## config.mk

```make
export PLATFORM = sky130hd
export DESIGN_NAME = rr_arbiter_pipe
export DESIGN_NICKNAME = d
export VERILOG_FILES = /design/src/rtl/rr_arbiter_pipe_pkg.sv /design/src/rtl/rr_arbiter_pipe_fixed_pri_enc.sv /design/src/rtl/rr_arbiter_pipe.sv
export SDC_FILE = /design/constraint.sdc
export NUM_CORES = 1
export LEC_CHECK = 0
export ABC_AREA = 1
export BUFFER_PORTS_ARGS = -buffer_cell sky130_fd_sc_hd__buf_4
export CAP_MARGIN = 15
export CORE_MARGIN = 4
export CORE_UTILIZATION = 46
export DETAILED_ROUTE_END_ITERATION = 10
export GPL_TIMING_DRIVEN = 0
export HOLD_SLACK_MARGIN = 0.15
export PLACE_DENSITY = 0.9
export SYNTH_ARGS = -nofsm -noshare
export SYNTH_HDL_FRONTEND = slang
export SYNTH_HIERARCHICAL = 1
export SYNTH_SLANG_ARGS = --single-unit
```

## constraint.sdc

```tcl
create_clock -name clk -period 2.25 [get_ports clk]
set_clock_uncertainty 0.15 [all_clocks]
set_input_delay 0.225 -clock clk [delete_from_list [all_inputs] [get_ports clk]]
set_output_delay 0.225 -clock clk [all_outputs]
set_load 0.1 [all_outputs]
```

## src/rtl/rr_arbiter_pipe_pkg.sv

```systemverilog
// rr_arbiter_pipe_pkg: system-wide defaults shared by the round-robin arbiter slice.
// The NUM_REQ default comes from the RR_ARB_NUM_REQ define, so a build can override it.
// Ports: none (package).
`ifndef RR_ARB_NUM_REQ
`define RR_ARB_NUM_REQ 4
`endif

package rr_arbiter_pipe_pkg;

  localparam int unsigned DEF_NUM_REQ    = `RR_ARB_NUM_REQ;
  localparam int unsigned DEF_DATA_WIDTH = 32;

endpackage

```

## src/rtl/rr_arbiter_pipe_fixed_pri_enc.sv

```systemverilog
// fixed_pri_enc: fixed-priority encoder; the lowest set request bit wins.
// Ports:
//   req   - request vector (WIDTH bits)
//   grant - one-hot grant, or all zero when req is zero
module fixed_pri_enc #(
  parameter int unsigned WIDTH = 4
) (
  input  logic [WIDTH-1:0] req,
  output logic [WIDTH-1:0] grant
);

  // Two's-complement trick isolates the lowest set bit.
  assign grant = req & (~req + WIDTH'(1));

endmodule

```

## src/rtl/rr_arbiter_pipe.sv

```systemverilog
// rr_arbiter_pipe: round-robin arbiter feeding a single registered output stage.
// Ports:
//   clk, rst  - clock and synchronous active-high reset
//   in_valid  - per-requester valid (NUM_REQ bits)
//   in_data   - packed payloads, requester i at [i*DATA_WIDTH +: DATA_WIDTH]
//   in_ready  - one-hot (or zero) grant, combinational from in_valid/out_ready
//   out_valid - output register holds a granted item
//   out_ready - downstream accepts the held item
//   out_data  - registered payload of the granted requester
//   out_idx   - registered index of the granted requester
module rr_arbiter_pipe
  import rr_arbiter_pipe_pkg::*;
#(
  parameter int unsigned NUM_REQ    = DEF_NUM_REQ,
  parameter int unsigned DATA_WIDTH = DEF_DATA_WIDTH,
  parameter int unsigned IDX_WIDTH  = $clog2(NUM_REQ)
) (
  input  logic                          clk,
  input  logic                          rst,
  input  logic [NUM_REQ-1:0]            in_valid,
  input  logic [NUM_REQ*DATA_WIDTH-1:0] in_data,
  output logic [NUM_REQ-1:0]            in_ready,
  output logic                          out_valid,
  input  logic                          out_ready,
  output logic [DATA_WIDTH-1:0]         out_data,
  output logic [IDX_WIDTH-1:0]          out_idx
);

  logic [IDX_WIDTH-1:0]  ptr;
  logic [NUM_REQ-1:0]    above_ptr;
  logic [NUM_REQ-1:0]    masked;
  logic [NUM_REQ-1:0]    grant_masked;
  logic [NUM_REQ-1:0]    grant_all;
  logic [NUM_REQ-1:0]    grant;
  logic [IDX_WIDTH-1:0]  win_idx;
  logic [DATA_WIDTH-1:0] win_data;
  logic                  load;
  logic                  handshake;

  // Output stage can take a new item when empty or draining this cycle.
  assign load = ~out_valid | out_ready;

  // Positions strictly above ptr; empty when ptr is the last index, so search wraps to 0.
  always_comb begin
    above_ptr = '0;
    for (int i = 0; i < NUM_REQ; i++) begin
      above_ptr[i] = (32'(i) > 32'(ptr));
    end
  end

  assign masked = in_valid & above_ptr;

  fixed_pri_enc #(.WIDTH(NUM_REQ)) u_enc_masked (
    .req   (masked),
    .grant (grant_masked)
  );

  fixed_pri_enc #(.WIDTH(NUM_REQ)) u_enc_all (
    .req   (in_valid),
    .grant (grant_all)
  );

  assign grant = (|masked) ? grant_masked : grant_all;

  // Grant is only offered while out of reset and the output stage can load.
  assign in_ready  = (!rst && load) ? grant : '0;
  assign handshake = |in_ready;

  // One-hot grant to index and payload select.
  always_comb begin
    win_idx  = '0;
    win_data = '0;
    for (int i = 0; i < NUM_REQ; i++) begin
      if (grant[i]) begin
        win_idx  = IDX_WIDTH'(i);
        win_data = in_data[i*DATA_WIDTH +: DATA_WIDTH];
      end
    end
  end

  // Output register and round-robin pointer.
  always_ff @(posedge clk) begin
    if (rst) begin
      out_valid <= 1'b0;
      out_data  <= '0;
      out_idx   <= '0;
      ptr       <= IDX_WIDTH'(NUM_REQ - 1);
    end else if (handshake) begin
      out_valid <= 1'b1;
      out_data  <= win_data;
      out_idx   <= win_idx;
      ptr       <= win_idx;
    end else if (out_ready) begin
      out_valid <= 1'b0;
    end
  end

endmodule

```

[Word level (Yosys, flattened, before mapping)]
Cells that the tools add are included.
Storage, ports and cells
  bits in registers: 37
  bits of input ports: 135
  word-level logic and storage cells: 32
  output and inout port bits: 39
Operators by class
  mux-type cells: 11
  reductions and logical operators: 5
  add/sub/neg operators: 2
  bitwise gates (word level): 7
  magnitude comparators: 3
Operators by type and width (number)
  $mux W32: 4
  $and A4 B4 Y4: 3
  $add A4 B1 Y4 const B: 2
  $mux W4: 2
  $not A4 Y4: 2
  $reduce_or A4 Y1: 2
  $gt A2 B2 Y1 const A: 2
  $mux W2: 2
  $mux W1: 3
  $gt A1 B2 Y1 const A: 1
  $reduce_bool A2 Y1: 1
  $logic_and A1 B1 Y1: 1
  $logic_not A1 Y1: 1
  $not A1 Y1: 1
  $or A1 B1 Y1: 1

[Longest topological paths before layout]
Gate-level depths: netlist (run 1).
  depth after elaboration: 10
  gate-level depth with buffers: 16
  depth with buffers taken out: 15

[By module]
The synthesis (run 1) kept the hierarchy.
Modules (own cells, without submodules)
  rr_arbiter_pipe: seq. area each 740.7 µm², cells each 586, times used 1, area an instance 3088.0 µm²
  fixed_pri_enc: seq. area each 0.0 µm², cells each 9, times used 2, area an instance 37.5 µm²

[Worst setup path after synthesis (run 1)]
OpenSTA, ideal clock, no wires.
  kind: register to register
  start: reg out_valid
  end: reg out_data[4]
  buffers on the path: 1
  stages on the path, launching flop included: 9
  data required time: 1.988 ns
  arrival: 1.988 ns
  setup time: 0.112 ns
  path slack: 0.000 ns
  period minus slack after synthesis: 2.250 ns
  path through: dfxtp_1 > a21oi_1 > nand3_1 > nand2_2 > nor2_8 > buf_2 > nand2_1 > nand2_1 > nor2_1
Between the ends
  longest elaborated chain between the ends: 5
RTL lines
  start, declared: RTL line rr_arbiter_pipe.sv:23  | output logic out_valid,
  start signal, assigned: RTL line rr_arbiter_pipe.sv:84  | out_valid <= 1'b0;
  start signal, assigned: RTL line rr_arbiter_pipe.sv:89  | out_valid <= 1'b1;
  start signal, assigned: RTL line rr_arbiter_pipe.sv:94  | out_valid <= 1'b0;
  $not A1 Y1: RTL line rr_arbiter_pipe.sv:41  | assign load = ~out_valid | out_ready;
  $or A1 B1 Y1: RTL line rr_arbiter_pipe.sv:41
  $logic_and A1 B1 Y1: RTL line rr_arbiter_pipe.sv:66  | assign in_ready = (!rst && load) ? grant : '0;
  $mux W4: RTL line rr_arbiter_pipe.sv:66
  $reduce_or A4 Y1: RTL line rr_arbiter_pipe.sv:67  | assign handshake = |in_ready;
  end signal, assigned: RTL line rr_arbiter_pipe.sv:90  | out_data <= win_data;
  end, declared: RTL line rr_arbiter_pipe.sv:25  | output logic [DATA_WIDTH-1:0] out_data,
Every way passes these cells.
A chain may end at the register's enable or synchronous reset.

[Worst setup path after layout (run 1)]
  start: in rst
  end: out in_ready[0]
Between the ends
  longest elaborated chain between the ends: 3
RTL lines
  start, declared: RTL line rr_arbiter_pipe.sv:19  | input logic rst,
  $logic_not A1 Y1: RTL line rr_arbiter_pipe.sv:66
  $logic_and A1 B1 Y1: RTL line rr_arbiter_pipe.sv:66
  $mux W4: RTL line rr_arbiter_pipe.sv:66
  end, declared: RTL line rr_arbiter_pipe.sv:22  | output logic [NUM_REQ-1:0] in_ready,
Every way passes these cells.

==> metrics.md, run 1 <==
| Metric | Value |
|---|---|
| Initial antenna violation count | 0 |
| Kind of start point of the critical path | input pin |
| Worst Hold End | out_data[9]$_SDFFE_PP0P_ |
| Syn avg cell area | 5.24 µm² |
| Core area | 0.00649 mm² |
| Syn-to-layout area delta | 60.8% |
| Final Non-Filler Cells | 897 |
| Initial Utilization | between 40% and 50% |
| Placed instance count | 856 |
| Grt total ovfl | 0 |
| Period utilization | 97.6% |
| DR vias/cell | 5.23 |
| Reg clk slew, reported paths | 80 ps |
| Worst Setup Path Type | input pin to output port |
| Final ANT Viol Nets | 0 |
| DR pass1 iterations | 5 |
| Crit path buffers/inverters | 4 |
| Synth Warn # | 6 |
| M1 wire length | 4910 µm |
| Nets@finish | between 900 and 1000 |
| Detailed Route Iter0 Violations | 384 |
| Period minus WS final | 2200 ps |
| Largest net degree at the start of global routing | 12 |
| Die Span Y | 90.9 µm |
| Cell Area, Synth | 0.00316 mm² |
| Post-DP HPWL | slightly above 9000 µm |
| Cell Pwr Density | about 1800 mW/mm² |
| Flop-to-flop setup slack | 60 ps |
| Crit path top cell by count | buf_4 |
| Wirelength per Cell | 14.8 µm |
| Most common cell in the synthesized netlist | nor2_1 |
| Max-cap viol count | 0 |
| Worst path max stage delay | roughly 560 ps |
| Slew of the pin with the lowest slew margin | roughly 520 ps |
| Final hold violation count | 0 |
| Crit-path max FO | 4 |
| Hold/Removal Path Class | input pin to register |
| Final weighted congestion in routability-driven placement | 0.885 |
| Top post-synthesis cells by area | dfxtp_1 23%, nor2_1 20%, nand2_1 17% |
| Layout filler cell count | approximately 490 |
| Crit path DAT | 1820 ps |
| IO Port Bufs | 173 |
| Synth cell count leaders | 167 x nor2_1, 146 x nand2_1, 69 x nand3_1 |
| Sequential area share after synthesis | a little under a quarter |
| Max Buffers Root-to-Sink | 2 |
| WHS | 158 ps |
| Die ar. | 0.00827 mm² |
| Reg2reg end | out_data[23]$_SDFFE_PP0P_ |
| Leak | approximately 0.0028 µW |
| Cell depth of the worst flop-to-flop path | 15 |
| Max-slew violation count | 0 |
| Worst path slowest cell | dlygate4sd3_1 |
| DRC viols | 0 |
| Area leader, netlist | dfxtp_1 |
| Routed wire length | 13300 µm |
| CTS tree | built |
| Worst IR Drop VDD | 1.46 mV |
| Die X | ~90 µm |
| Number of synthesized flops with an enable pin | 0 |
| Hold Crit Start | in_data[105] |
| Fmax | 455 MHz |
| Worst slew margin | about 65% |
| Count of cell types in the netlist | 23 |
| Register bit count reported by yosys | 37 |
| Max H-tree Level | 2 |
| Cell Chain, Critical Path | dlygate4sd3_1 > buf_4 > a21oi_2 > nand3_1 > inv_1 > buf_4 |
| Synth Flop Type | dfxtp_1 |
| FFs w/ async S/R, synth | 0% |
| Cell count after synthesis | 604 |
| Status | completed |
| Layout cell share with drive strength beyond 1 | 28.9% |
| Vias in the first global route | 4581 |
| Clock root cell | clkbuf_8 |
| Hold depth | 5 |
| Met2 wire length | 6450 µm |
| Reg2reg start | ptr[0]$_SDFFE_PP1P_ |
| # setup viols final | 0 |
| Worst EP required | 1880 ps |
| Nature of the critical path endpoint | output port |
| Top Layer Used | met4 |
| Top cell type's share of synthesized area | 23.4% |
| Row count | 29 |
| Io pins | about 170 |
| CTS Buf Count | 5 |
| Vias | 4689 |
| CP delay by family, top | buffers and inverters |
| Met3 WL post-DR | 1320 µm |
| Clock Sinks | 37 |
| Clk_lat worst skew | between 200 and 300 ps |
| Diode count | 0 |
| First-pass GRT wire length | 20500 µm |
| Total track usage | between 20% and 30% |
==> cells in the final DEF, fill, tap and decap left out, drive strengths merged <==
master       count
clkbuf          23
nor2           168
o21ai           66
inv             58
buf            199
dfxtp           37
conb             3
nand3           70
o211ai           1
dlygate4sd3     32
nand2          153
clkinv           3
a21oi            3
nand4            4
==> kinds of logic (layout without fill, tap and decap cells) <==
logic type | Yosys count | in the layout | synth area share (%)
AO/OA/AOI/OAI | 70 | 70 | 11.3
AND/OR/NAND/NOR | 395 | 395 | 51.8
buffers and inverters | 101 | 315 | 13.4
flip-flops | 37 | 37 | 23.4
other | 1 | 3 | 0.119
==> worst max-delay path by stage <==
stage	from	end	slack, ps	cells past startpoint
detailed placement	ptr[0]$_SDFFE_PP1P_	out_data[4]$_SDFFE_PP0P_	70	13
global route	ptr[0]$_SDFFE_PP1P_	out_data[15]$_SDFFE_PP0P_	-80	16
global placement	ptr[0]$_SDFFE_PP1P_	out_data[4]$_SDFFE_PP0P_	90	13
CTS	ptr[0]$_SDFFE_PP1P_	in_ready[1]	60	10
finish	rst	in_ready[0]	50	6
floorplan	out_valid$_SDFFE_PP0P_	out_data[4]$_SDFFE_PP0P_	0.4	8
==> repair_timing <==
action	in CTS	in global routing
resized for setup	0	58
hold endpoints to repair	32	0
setup endpoints to repair	0	39
setup buffers	0	1
hold buffers	32	0
==> flip-flops by register name, indices dropped and copies added, names as in the netlist <==
register / cells
ptr: 2
out_valid: 1
out_data: 32
out_idx: 2
==> power by group <==
group,internal [µW],switching [µW]
clock,215,260
sequential,1010,201
combinational,2020,5320
total,3250,5780
==> per-layer routing <==
layer	global-route usage, %	vias up
met5	0	-
met3	5.67	59
met4	16.0	0
met1	33.4	2029
met2	53.0	305
li1	-	2296
==> worst min-delay path, delay by kind of cell <==
family,cells,cell delay (ps)
AO/OA/AOI/OAI,1,70
buffers and inverters,1,80
AND/OR/NAND/NOR,3,190
==> per-stage QoR <==
step | cell area (µm²) | power (µW) | setup slack [ps] | TNS [ps] | utilization (%)
2_1_floorplan | 3170 | 6600 | 0.393 | 0 | -
3_3_place_gp | 4570 | 7980 | 94.8 | 0 | 70.3
3_5_place_dp | 4570 | 8110 | 72.3 | 0 | 70.3
4_1_cts | 4970 | 8640 | 55.9 | 0 | 76.5
5_1_grt | 5090 | 9600 | -79.6 | -225 | 78.3
6_report | 5090 | 9030 | 54.0 | 0 | 78.3
==> area by class of cell <==
cell class / instances / area, µm² / area share, %
plain buffers: 42 / 250 / 4.92
clock buffers: 6 / 72.6 / 1.43
clock inverters: 2 / 10.0 / 0.197
inverters: 59 / 221 / 4.35
multi-input cells: 468 / 2040 / 40.2
flip-flops and latches: 37 / 741 / 14.6
well taps: 77 / 96.3 / 1.89
repair buffers: 206 / 1650 / 32.4
Power figures use the tool's default switching activity.
==> inputs of run 2 (changes only) <==
--- a/config.mk
+++ b/config.mk
@@ -9,11 +9,12 @@
 export BUFFER_PORTS_ARGS = -buffer_cell sky130_fd_sc_hd__buf_4
 export CAP_MARGIN = 15
 export CORE_MARGIN = 4
-export CORE_UTILIZATION = 46
+export CORE_UTILIZATION = 47
+export CTS_BUF_LIST = sky130_fd_sc_hd__clkbuf_4 sky130_fd_sc_hd__clkbuf_8
 export DETAILED_ROUTE_END_ITERATION = 10
 export GPL_TIMING_DRIVEN = 0
 export HOLD_SLACK_MARGIN = 0.15
-export PLACE_DENSITY = 0.9
+export PLACE_DENSITY = 0.92
 export SYNTH_ARGS = -nofsm -noshare
 export SYNTH_HDL_FRONTEND = slang
 export SYNTH_HIERARCHICAL = 1
==> metrics.md, run 2 (synthesis gave the netlist of run 1 again) <==
| Metric | Value |
|---|---|
| Status | completed |
| Max-slew violation count | 0 |
| CTS Buf Count | 5 |
| Comb pwr share | 80.2% |
| Clock power share | 6.5% |
| DR pass1 iterations | 5 |
| Max FFs per register | 32 |
| Most common cell after layout, fill and taps aside | buf_4 |
| Clk_lat worst skew | 280 ps |
| Routed wire length | 13100 µm |
| Worst EP required | 1880 ps |
| Vias in the first global route | 4587 |
| Worst IR Drop VDD | 1.05 mV |
| Switching pwr | 5790 µW |
| Vias | around 4800 |
| Die Span Y | around 90 µm |
| Max Buffers Root-to-Sink | 2 |
| Flop pwr share | 13.3% |
| Leak | roughly 0.0028 µW |
| Top reg by flops | out_data |
| Internal | 3370 µW |
| Detailed Route Iter0 Violations | 337 |
| Wirelength per Cell | 14.7 µm |
| Cell depth of the worst flop-to-flop path | 14 |
| Final hold violation count | 0 |
| Reg2reg start | ptr[0]$_SDFFE_PP1P_ |
| Kind of start point of the critical path | input pin |
| First-pass GRT wire length | ~21000 µm |
| Worst Hold End | out_data[15]$_SDFFE_PP0P_ |
| CTS tree | built |
| IO Port Bufs | roughly 170 |
| Layout filler cell count | around 480 |
| Most frequent cells in the layout | 180 x buf_4, 166 x nor2_1, 145 x nand2_1, 68 x nand3_1, 54 x inv_1 |
| Largest net degree at the start of global routing | 14 |
| Max-cap viol count | 0 |
| Sw frac | 63.2% |
| Final weighted congestion in routability-driven placement | 0.947 |
| Worst slew margin | 64.9% |
| Period utilization | between 90% and 100% |
| Crit-path max FO | 4 |
| Io pins | 174 |
| Initial Utilization | 49.0% |
| Nets@finish | approximately 950 |
| Die ar. | 0.00811 mm² |
| Cell Pwr Density | 1790 mW/mm² |
| WHS | 172 ps |
| Syn-to-layout area delta | 61.7% |
| Period minus WS final | 2210 ps |
| Grt total ovfl | 0 |
| Layout cell share with drive strength beyond 1 | around 29% |
| Placed instance count | 856 |
| Max H-tree Level | 2 |
| Initial antenna violation count | 0 |
| Crit path DAT | between 1500 and 2000 ps |
| Core area | 0.00646 mm² |
| Flop-to-flop setup slack | 90 ps |
| DRC viols | 0 |
| Reg2reg end | out_data[4]$_SDFFE_PP0P_ |
| Hold depth | 5 |
| DR vias/cell | 5.34 |
| Clock root cell | clkbuf_8 |
| Die X | 90.0 µm |
| Final ANT Viol Nets | 0 |
| Reg clk slew, reported paths | about 80 ps |
| Diode count | 0 |
| Post-DP HPWL | 9260 µm |
| Final Non-Filler Cells | about 900 |
| Hold Crit Start | in_data[111] |
| Clock Sinks | 37 |
| Worst Setup Path Type | input pin to output port |
| Slew of the pin with the lowest slew margin | 526 ps |
| Total track usage | 30.5% |
| Fmax | 452 MHz |
| # setup viols final | 0 |
| Hold/Removal Path Class | input pin to register |
| Largest registers | out_data: 32 flops, out_idx: 2 flops, ptr: 2 flops |
| Nature of the critical path endpoint | output port |
| Row count | 29 |
## run 2: worst max path at each step
stage                           startpoint                        end  slack (ps)  cells after the start
finish                           out_ready                in_ready[0]          40                      7
global route           ptr[0]$_SDFFE_PP1P_                in_ready[1]         -70                     10
CTS                    ptr[0]$_SDFFE_PP1P_                in_ready[1]          20                     10
detailed placement     ptr[0]$_SDFFE_PP1P_   out_data[4]$_SDFFE_PP0P_          50                     13
global placement       ptr[0]$_SDFFE_PP1P_  out_data[29]$_SDFFE_PP0P_         140                     13
floorplan           out_valid$_SDFFE_PP0P_   out_data[4]$_SDFFE_PP0P_         0.4                      8
## run 2: area by class of cell
| cell class | count | area, µm² | share of cell area, % |
|---|---|---|---|
| flip-flops and latches | 37 | 741 | 14.5 |
| multi-input cells | 468 | 2040 | 39.9 |
| well taps | 77 | 96.3 | 1.88 |
| repair buffers | 205 | 1650 | 32.2 |
| plain buffers | 42 | 251 | 4.92 |
| inverters | 59 | 221 | 4.33 |
| clock inverters | 3 | 46.3 | 0.905 |
| clock buffers | 5 | 68.8 | 1.35 |
## run 2: worst max-delay path, stage by stage
cell and delay [ps]:
dlygate4sd3_1 550, buf_4 110, inv_1 60, a21oi_2 270, nand3_1 200, inv_1 120, buf_4 300
## run 2: layer usage
layer / part of all wire, % / wire, µm / track usage (%)
met4: 4.8 / 636 / 13.5
met2: 50 / 6530 / 54.9
met5: 0 / 0 / 0
met1: 36 / 4690 / 34.6
met3: 9.8 / 1290 / 6.34
## run 2: timing repair
| action | in CTS | in global routing |
|---|---|---|
| buffers inserted | 0 | 1 |
| hold endpoints to repair | 31 | 0 |
| endpoints found under the setup margin | 0 | 39 |
| hold buffers | 31 | 0 |
| gates resized for setup | 0 | 60 |
## run 2: per-stage QoR
| step | area (µm²) | total power (µW) | utilization, % | worst slack (ps) | TNS [ps] |
|---|---|---|---|---|---|
| 6_report | 5110 | 9160 | 79.2 | 39.1 | 0 |
| 5_1_grt | 5110 | 9750 | 79.2 | -68.9 | -707 |
| 4_1_cts | 4990 | 8780 | 77.3 | 24.4 | 0 |
| 3_5_place_dp | 4570 | 8130 | 70.7 | 47.3 | 0 |
| 3_3_place_gp | 4570 | 7990 | 70.7 | 138 | 0 |
| 2_1_floorplan | 3170 | 6600 | - | 0.393 | 0 |
## run 2: power groups by stage
| stage | Clock (µW) | Combinational [µW] | Sequential (µW) |
|---|---|---|---|
| finish | 598 | 7340 | 1220 |
| global route | 630 | 7870 | 1250 |
| CTS | 596 | 6990 | 1200 |
| detailed placement | 0 | 6920 | 1210 |
| global placement | 0 | 6790 | 1200 |
| floorplan | 0 | 3080 | 3520 |
